**config.mk**
```make
export PLATFORM = sky130hd
export DESIGN_NAME = pipe_mem_arbiter
export DESIGN_NICKNAME = d
export VERILOG_FILES = /design/src/rtl/pipe_mem_pkg.sv /design/src/rtl/pipe_mem_pick.sv /design/src/rtl/pipe_mem_arbiter.sv
export SDC_FILE = /design/constraint.sdc
export NUM_CORES = 1
export LEC_CHECK = 0
export CAP_MARGIN = 15
export CELL_PAD_IN_SITES_DETAIL_PLACEMENT = 0
export CELL_PAD_IN_SITES_GLOBAL_PLACEMENT = 1
export CORE_AREA = 2 2 109 111
export DETAILED_ROUTE_END_ITERATION = 10
export DIE_AREA = 0 0 111 113
export DONT_BUFFER_PORTS = 1
export PLACE_DENSITY = 0.45
export SYNTH_ARGS = -nofsm -noshare
export SYNTH_HDL_FRONTEND = slang
export SYNTH_SLANG_ARGS = --single-unit
```
**constraint.sdc**
```tcl
create_clock -name clk -period 2.75 [get_ports clk]
set_input_delay 0.55 -clock clk [delete_from_list [all_inputs] [get_ports clk]]
set_output_delay 0.55 -clock clk [all_outputs]
set_load 0.01 [all_outputs]
```
**src/rtl/pipe_mem_pkg.sv**
```systemverilog
// Shared types and default widths for the IF/MEM unified-memory arbiter.
package pipe_mem_pkg;
    localparam int DEF_ADDR_W = 32;
    localparam int DEF_DATA_W = 32;

    typedef enum logic {IDLE, BUSY} arb_state_t;
    typedef enum logic [1:0] {OWN_NONE, OWN_IF, OWN_D} owner_t;
endpackage

```
**src/rtl/pipe_mem_pick.sv**
```systemverilog
// Combinational winner selection: data first, fetch forced once starvation saturates.
module pipe_mem_pick
    import pipe_mem_pkg::*;
#(
    parameter int STARVE_MAX = 4,
    parameter int SW         = 3
) (
    input  logic          d_req,
    input  logic          if_req,
    input  logic          if_flush,
    input  logic [SW-1:0] starve_cnt,
    output owner_t        winner
);
    logic fetch_ok;
    logic starved;

    always_comb begin
        // A redirecting fetch is never granted; the new address arrives next cycle.
        fetch_ok = if_req & ~if_flush;
        starved  = (starve_cnt == SW'(STARVE_MAX));
        winner   = OWN_NONE;
        if (fetch_ok && starved) begin
            winner = OWN_IF;
        end else if (d_req) begin
            winner = OWN_D;
        end else if (fetch_ok) begin
            winner = OWN_IF;
        end
    end
endmodule

```
**src/rtl/pipe_mem_arbiter.sv**
```systemverilog
// Single-port memory arbiter between IF fetch and MEM load/store, one transaction per MEM_LAT cycles.
// state | meaning
// IDLE  | no transaction in flight
// BUSY  | transaction in flight, lat_cnt runs 1..MEM_LAT, response when lat_cnt == MEM_LAT
module pipe_mem_arbiter
    import pipe_mem_pkg::*;
#(
    parameter int ADDR_W     = DEF_ADDR_W,
    parameter int DATA_W     = DEF_DATA_W,
    parameter int MEM_LAT    = 2,
    parameter int STARVE_MAX = 4
) (
    input  logic                clk,
    input  logic                reset,
    input  logic                if_req,
    input  logic [ADDR_W-1:0]   if_addr,
    input  logic                if_flush,
    output logic                if_gnt,
    output logic                if_rvalid,
    output logic [DATA_W-1:0]   if_rdata,
    output logic                if_stall,
    input  logic                d_req,
    input  logic                d_we,
    input  logic [ADDR_W-1:0]   d_addr,
    input  logic [DATA_W-1:0]   d_wdata,
    input  logic [DATA_W/8-1:0] d_be,
    output logic                d_gnt,
    output logic                d_rvalid,
    output logic [DATA_W-1:0]   d_rdata,
    output logic                d_stall,
    output logic                mem_en,
    output logic                mem_we,
    output logic [ADDR_W-1:0]   mem_addr,
    output logic [DATA_W-1:0]   mem_wdata,
    output logic [DATA_W/8-1:0] mem_be,
    input  logic [DATA_W-1:0]   mem_rdata
);
    localparam int SW = (STARVE_MAX < 1) ? 1 : $clog2(STARVE_MAX + 1);

    arb_state_t    state, state_nxt;
    owner_t        owner, owner_nxt, winner;
    logic [3:0]    lat_cnt, lat_nxt;
    logic [SW-1:0] starve_cnt, starve_nxt;
    logic          cancel, cancel_nxt;
    logic          owner_we, owner_we_nxt;
    logic          final_cyc, can_grant, grant_if, grant_d, resp;

    pipe_mem_pick #(
        .STARVE_MAX (STARVE_MAX),
        .SW         (SW)
    ) u_pick (
        .d_req      (d_req),
        .if_req     (if_req),
        .if_flush   (if_flush),
        .starve_cnt (starve_cnt),
        .winner     (winner)
    );

    always_ff @(posedge clk) begin
        if (!reset) begin
            state      <= IDLE;
            owner      <= OWN_NONE;
            lat_cnt    <= '0;
            starve_cnt <= '0;
            cancel     <= 1'b0;
            owner_we   <= 1'b0;
        end else begin
            state      <= state_nxt;
            owner      <= owner_nxt;
            lat_cnt    <= lat_nxt;
            starve_cnt <= starve_nxt;
            cancel     <= cancel_nxt;
            owner_we   <= owner_we_nxt;
        end
    end

    always_comb begin
        final_cyc = (state == BUSY) && (lat_cnt == 4'(MEM_LAT));
        // Reset gates every combinational output so the port is quiet while held in reset.
        can_grant = reset && ((state == IDLE) || final_cyc);
        grant_if  = can_grant && (winner == OWN_IF);
        grant_d   = can_grant && (winner == OWN_D);
        resp      = reset && final_cyc;

        state_nxt    = state;
        owner_nxt    = owner;
        lat_nxt      = lat_cnt;
        cancel_nxt   = cancel;
        owner_we_nxt = owner_we;

        if (grant_if || grant_d) begin
            state_nxt    = BUSY;
            lat_nxt      = 4'd1;
            owner_nxt    = winner;
            owner_we_nxt = grant_d && d_we;
            cancel_nxt   = 1'b0;
        end else if (final_cyc) begin
            state_nxt    = IDLE;
            lat_nxt      = '0;
            owner_nxt    = OWN_NONE;
            owner_we_nxt = 1'b0;
            cancel_nxt   = 1'b0;
        end else if (state == BUSY) begin
            lat_nxt    = lat_cnt + 4'd1;
            cancel_nxt = cancel | ((owner == OWN_IF) && if_flush);
        end

        starve_nxt = starve_cnt;
        if (!if_req || grant_if) begin
            starve_nxt = '0;
        end else if (grant_d && (starve_cnt != SW'(STARVE_MAX))) begin
            starve_nxt = starve_cnt + 1'b1;
        end
    end

    always_comb begin
        if_gnt    = grant_if;
        d_gnt     = grant_d;
        mem_en    = grant_if | grant_d;
        mem_we    = grant_d & d_we;
        mem_addr  = grant_d ? d_addr : (grant_if ? if_addr : '0);
        mem_wdata = grant_d ? d_wdata : '0;
        mem_be    = (grant_d && d_we) ? d_be : '0;

        // The response cycle of a cancelled fetch still occupies the port but stays silent.
        if_rvalid = resp && (owner == OWN_IF) && !cancel && !if_flush;
        d_rvalid  = resp && (owner == OWN_D);
        if_rdata  = if_rvalid ? mem_rdata : '0;
        d_rdata   = (d_rvalid && !owner_we) ? mem_rdata : '0;

        if_stall  = reset & if_req & ~if_rvalid & ~if_flush;
        d_stall   = reset & d_req & ~d_rvalid;
    end
endmodule
```
; ---- Word level (Yosys, flattened, before mapping)
; Cells that the tools add are included.
; Widths: inputs -> output; s select.
[word_totals]
register_bits = 12
in_bits = 138
out_inout_bits = 140
wordCells = 72
[op_classes]
n_addsub = 2
eq_ne = 7
muxes = 17
n_bitwise = 14
reduce_logical = 25
[op_table]
columns = op, n
row1 = $mux 32, 5
row2 = $logic_and 1x1->1, 14
row3 = $mux 2, 4
row4 = $and 1x1->1, 7
row5 = $mux 1, 7
row6 = $not 1->1, 5
row7 = $add 4x1->4 const B, 1
row8 = $eq 2x1->1 const B, 2
row9 = $eq 2x2->1 const B, 2
row10 = $eq 4x2->1 const B, 1
row11 = $logic_not 1->1, 4
row12 = $mux 4, 1
row13 = $add 3x1->3 const B, 1
row14 = $eq 3x3->1 const B, 1
row15 = $logic_or 1x1->1, 3
row16 = $ne 3x3->1 const B, 1
row17 = $reduce_bool 3->1, 1
row18 = $reduce_or 3->1, 1
row19 = $or 1x1->1, 2
row20 = $reduce_bool 2->1, 1
row21 = $reduce_or 2->1, 1

; ---- Logic depth before layout (Yosys ltp)
; Gate-level depths: netlist of the first run.
[depth]
depth_word = 9
mapped_depth = 8
mapped_depth_nobuf = 6

; ---- Hierarchy
; From an unflattened synthesis of the first run, not the netlist that was laid out.
[hier_totals]
hier_cells = 227
area_unflattened_um2 = 1685.4
[modules_own_cells]
columns = mod, n_inst, cells_per_inst, area_per_inst_um2, seq_area_each_um2
row1 = pipe_mem_arbiter, 1, 223, 1657.8, 240.2
row2 = pipe_mem_pick, 1, 4, 27.5, 0.0

; ---- Worst setup path before layout of the first run
; No wires, ideal clock.
[synth_path]
path_kind = register -> output
startpoint = register lat_cnt[0]
endpoint = output port mem_addr[23]
arrival_time_ps = 1985
t_required_ps = 2200
path_slack_ps = 215
path_stages_with_launch = 9
n_path_buf = 2
cell_sequence = dfxtp_1 inv_1 ha_1 or3b_4 and2_1 buf_2 nor3_2 buf_2 a22o_1
[synth_via]
elab_chain_len = 7
word_cells_on_any_way = 8
classes_between = eq/ne (1) / mux (2) / reduce/logical (5)
[synth_lines]
columns = element, line_no
row1 = "start, declared", pipe_mem_arbiter.sv:42  ; logic [3:0] lat_cnt, lat_nxt;
row2 = "start signal, assigned", pipe_mem_arbiter.sv:70  ; lat_cnt <= lat_nxt;
row3 = $eq 4x2->1, pipe_mem_arbiter.sv:78  ; final_cyc = (state == BUSY) && (lat_cnt == 4'(MEM_LAT));
row4 = $logic_and 1x1->1, pipe_mem_arbiter.sv:78
row5 = $logic_or 1x1->1, pipe_mem_arbiter.sv:80  ; can_grant = reset && ((state == IDLE) || final_cyc);
row6 = $logic_and 1x1->1, pipe_mem_arbiter.sv:80
row7 = $logic_and 1x1->1, pipe_mem_arbiter.sv:81  ; grant_if = can_grant && (winner == OWN_IF);
row8 = net if_gnt, pipe_mem_arbiter.sv:18  ; output logic if_gnt,
row9 = $mux 32 (2 in a row), pipe_mem_arbiter.sv:121  ; mem_addr = grant_d ? d_addr : (grant_if ? if_addr : '0);
row10 = "end, declared", pipe_mem_arbiter.sv:33  ; output logic [ADDR_W-1:0] mem_addr,
; The timed path passes the listed nets, and every way through them passes these cells.

; ---- Final worst setup path of the first run
[layout_path]
startpoint = register lat_cnt[0]
endpoint = output port mem_be[0]
[layout_via]
elab_chain_len = 7
[layout_lines]
columns = element, line_no
row1 = $eq 4x2->1, pipe_mem_arbiter.sv:78
row2 = $logic_and 1x1->1, pipe_mem_arbiter.sv:78
row3 = $logic_or 1x1->1, pipe_mem_arbiter.sv:80
row4 = $logic_and 1x1->1, pipe_mem_arbiter.sv:80
row5 = $logic_and 1x1->1, pipe_mem_arbiter.sv:82  ; grant_d = can_grant && (winner == OWN_D);
row6 = $logic_and 1x1->1, pipe_mem_arbiter.sv:123  ; mem_be = (grant_d && d_we) ? d_be : '0;
row7 = $mux 4, pipe_mem_arbiter.sv:123
row8 = "end, declared", pipe_mem_arbiter.sv:35  ; output logic [DATA_W/8-1:0] mem_be,
; Every way passes these cells.

==> impl_metrics.env, run 1 <==
export IMPL_setup_viol=0
export IMPL_clockRootBuffer="clkbuf_16"
export IMPL_synthArstFlopShare_pct=0
export IMPL_syn_instance_count=228
export IMPL_fin_skew_ns=0.00488
export IMPL_synth_fa_ha_area_share_pct=3.05
export IMPL_syn_avg_cell_area_sq_um=7.19
export IMPL_final_common_cell="and2_1"
export IMPL_p_total_mw=0.694
export IMPL_synth_xor_area_share_pct=1.60
export IMPL_synth_warning_count=0
export IMPL_drc=0
export IMPL_syn_nets=370
export IMPL_synthSimpleGateAreaFrac_pct=49.1
export IMPL_placed_area_sq_um=1810
export IMPL_slew_headroom_pct=51.6
export IMPL_grt_max_degree=34
export IMPL_final_cell_mix="80 x and2_1, 27 x a22o_4, 18 x and2_4"
export IMPL_diodes=0
export IMPL_synth_cell_types=35
export IMPL_antenna_left=0
export IMPL_period_share_pct=98.9
export IMPL_die_w_um=111
export IMPL_synth_compound_area_share_pct=24.6
export IMPL_ys_ff_latch=12
export IMPL_fin_area_sq_um=2510
export IMPL_dieArea_sq_um=12500
export IMPL_cts_sinks=12
export IMPL_first_global_vias=1659
export IMPL_coreArea_sq_um=11300
export IMPL_hold_viol_final=0
export IMPL_stdcell_count=381
export IMPL_layout_drive_gt1_share_pct=37.0
export IMPL_postCtsHoldBufs=0
export IMPL_initial_utilization_pct=14.5
export IMPL_crit_fanout=7
export IMPL_vdd_drop_max_uv=146
export IMPL_vias=1803
export IMPL_die_h_um=113
export IMPL_clk_path_buf_depth=2
export IMPL_synth_flop_cell="dfxtp_1"
export IMPL_tightest_slew_ns=0.717
export IMPL_worstSetupEndpointType="primary output"
export IMPL_powerDensity_nw_per_um2=276
export IMPL_ys_seq_area_share_pct=14.7
export IMPL_dr_pass1_iters=4
export IMPL_drt_iter0_markers=83
export IMPL_cp_required_ns=2.20
export IMPL_viasPerCell=4.73
export IMPL_grt_overflow=0
export IMPL_startpoint_type="flip-flop"
export IMPL_wire_per_inst_um=19.9
export IMPL_dp_hpwl_um=5310
export IMPL_drv_cap=0
export IMPL_numCtsBuffers=3
export IMPL_clk_latency_ns=0.24
export IMPL_hold_class="in2reg"
export IMPL_place_gp_congestion=0.840
export IMPL_layout_nets=382
export IMPL_io_pins=278
export IMPL_htreeDepth=1
export IMPL_synth_top_family_by_area="simple AND/OR/NAND/NOR gates"
export IMPL_totalWireLength_um=7570
export IMPL_finalSetupTns_ns=0
export IMPL_grt_usage_pct=10.3
export IMPL_drv_slew=0
export IMPL_status="finished clean"
export IMPL_crit_arrival_ns=2.17
export IMPL_muxShareOfSynthArea_pct=0.611
export IMPL_finalCriticalPeriod_ns=2.72
export IMPL_row_count=39
export IMPL_dp_cells=356
export IMPL_fmax_mhz=368
export IMPL_antenna_found_initial=1
export IMPL_synth_edf_count=0
export IMPL_port_buffers=0
export IMPL_multi_input_area_sq_um=1630
export IMPL_rsz0062_at_grt="yes"
export IMPL_clk_pin_slew_ns=0.04
export IMPL_area_growth_syn_to_layout_pct=53.4
export IMPL_fill_cells=1232
export IMPL_leakage_nw=1.06
export IMPL_worst_setup_path_type="reg2out"
export IMPL_layout_area_seq_sq_um=243
export IMPL_syn_area_sq_um=1640
export IMPL_grt_pass1_wl_um=9800
export IMPL_cts_tree="built"
area by class of cell:
class / instances / share of cell area, %
clock buffers: 3 / 2.99
inverters: 6 / 0.896
multi-input cells: 191 / 64.6
flip-flops and latches: 12 / 9.65
well taps: 143 / 7.11
repair buffers: 26 / 14.7
logic make-up (layout without fill, tap and decap cells):
group | after synthesis | after routing
muxes | 1 | 1
AOI/OAI and AO/OA | 47 | 47
buffers and inverters | 25 | 35
DFF | 12 | 12
adders and majority gates | 4 | 4
and+or+nand+nor | 136 | 136
xor gates and xnor gates | 3 | 3
synthesized netlist by cell type (3+ instances only):
master     n  share of area [%]
nor3_1     4                1.2
clkbuf_1  10                2.3
inv_1      6                1.4
dfxtp_1   12                 15
nand2_1    7                1.6
a21oi_1    3               0.92
ha_1       4                3.1
and2_1    98                 37
nor2_1    13                3.0
a22o_1    32                 17
and3_1     4                1.5
buf_2      9                2.7
critical path, stage by stage (launching register included):
cell and delay, ns:
dfxtp_2 0.32, inv_2 0.06, ha_4 0.12, or3b_4 0.37
and2_4 0.18, a311oi_4 0.26, buf_6 0.18, buf_4 0.12
buf_12 0.12, and3_4 0.19
per-layer routing:
| metal | vias up | global-route usage, % | part of all wire, % |
|---|---|---|---|
| li1 | 800 | - | - |
| met1 | 837 | 11.3 | 38 |
| met2 | 163 | 20.3 | 53 |
| met3 | 3 | 1.87 | 8.4 |
| met4 | 0 | 2.67 | 0.50 |
| met5 | - | 0 | 0 |
worst paths after layout:
path / cells after the start / slack [ns] / start / end
max: 9 / 0.03 / lat_cnt[0] / mem_be[0]
min: 1 / 0.43 / d_we / owner_we
max reg2reg: 7 / 0.64 / lat_cnt[0] / starve_cnt[2]
min reg2reg: 2 / 0.46 / cancel / cancel
sequential cells by signal (all words and copies together), names as in the netlist:
signal / flops
lat_cnt: 4
starve_cnt: 3
cancel: 1
state: 1
owner: 2
owner_we: 1
power by group:
group	leakage [nW]	total (mW)	switching (mW)	internal, mW
logic	0.928	0.234	0.108	0.126
registers	0.0985	0.191	0.00906	0.182
clock network	0.0370	0.269	0.0794	0.190
total	1.06	0.694	0.197	0.497
stage by stage:
stage	setup slack (ns)	utilization (%)	hold WS, ns
finish	0.0302	22.3	0.425
global placement	0.103	16.0	0.442
global route	-0.0448	22.3	0.424
floorplan	0.215	-	0.423
CTS	-0.0533	22.7	0.423
detailed placement	0.0498	16.0	0.452
what timing repair did:
item	CTS	global route
gates resized for setup	61	7
pin swaps	19	7
cloned	8	0
endpoints found under the hold margin	0	0
endpoints found under the setup margin	69	65
setup buffers	14	4
(Power assumes the default switching activity.)
==> run 2: changes to the inputs <==
--- a/config.mk
+++ b/config.mk
@@ -12,6 +12,7 @@
 export DETAILED_ROUTE_END_ITERATION = 10
 export DIE_AREA = 0 0 111 113
 export DONT_BUFFER_PORTS = 1
+export HOLD_SLACK_MARGIN = 0.1
 export PLACE_DENSITY = 0.45
 export SYNTH_ARGS = -nofsm -noshare
 export SYNTH_HDL_FRONTEND = slang
==> results of run 2 <==
Final layout, timing and power as in run 1 (identical DEF).
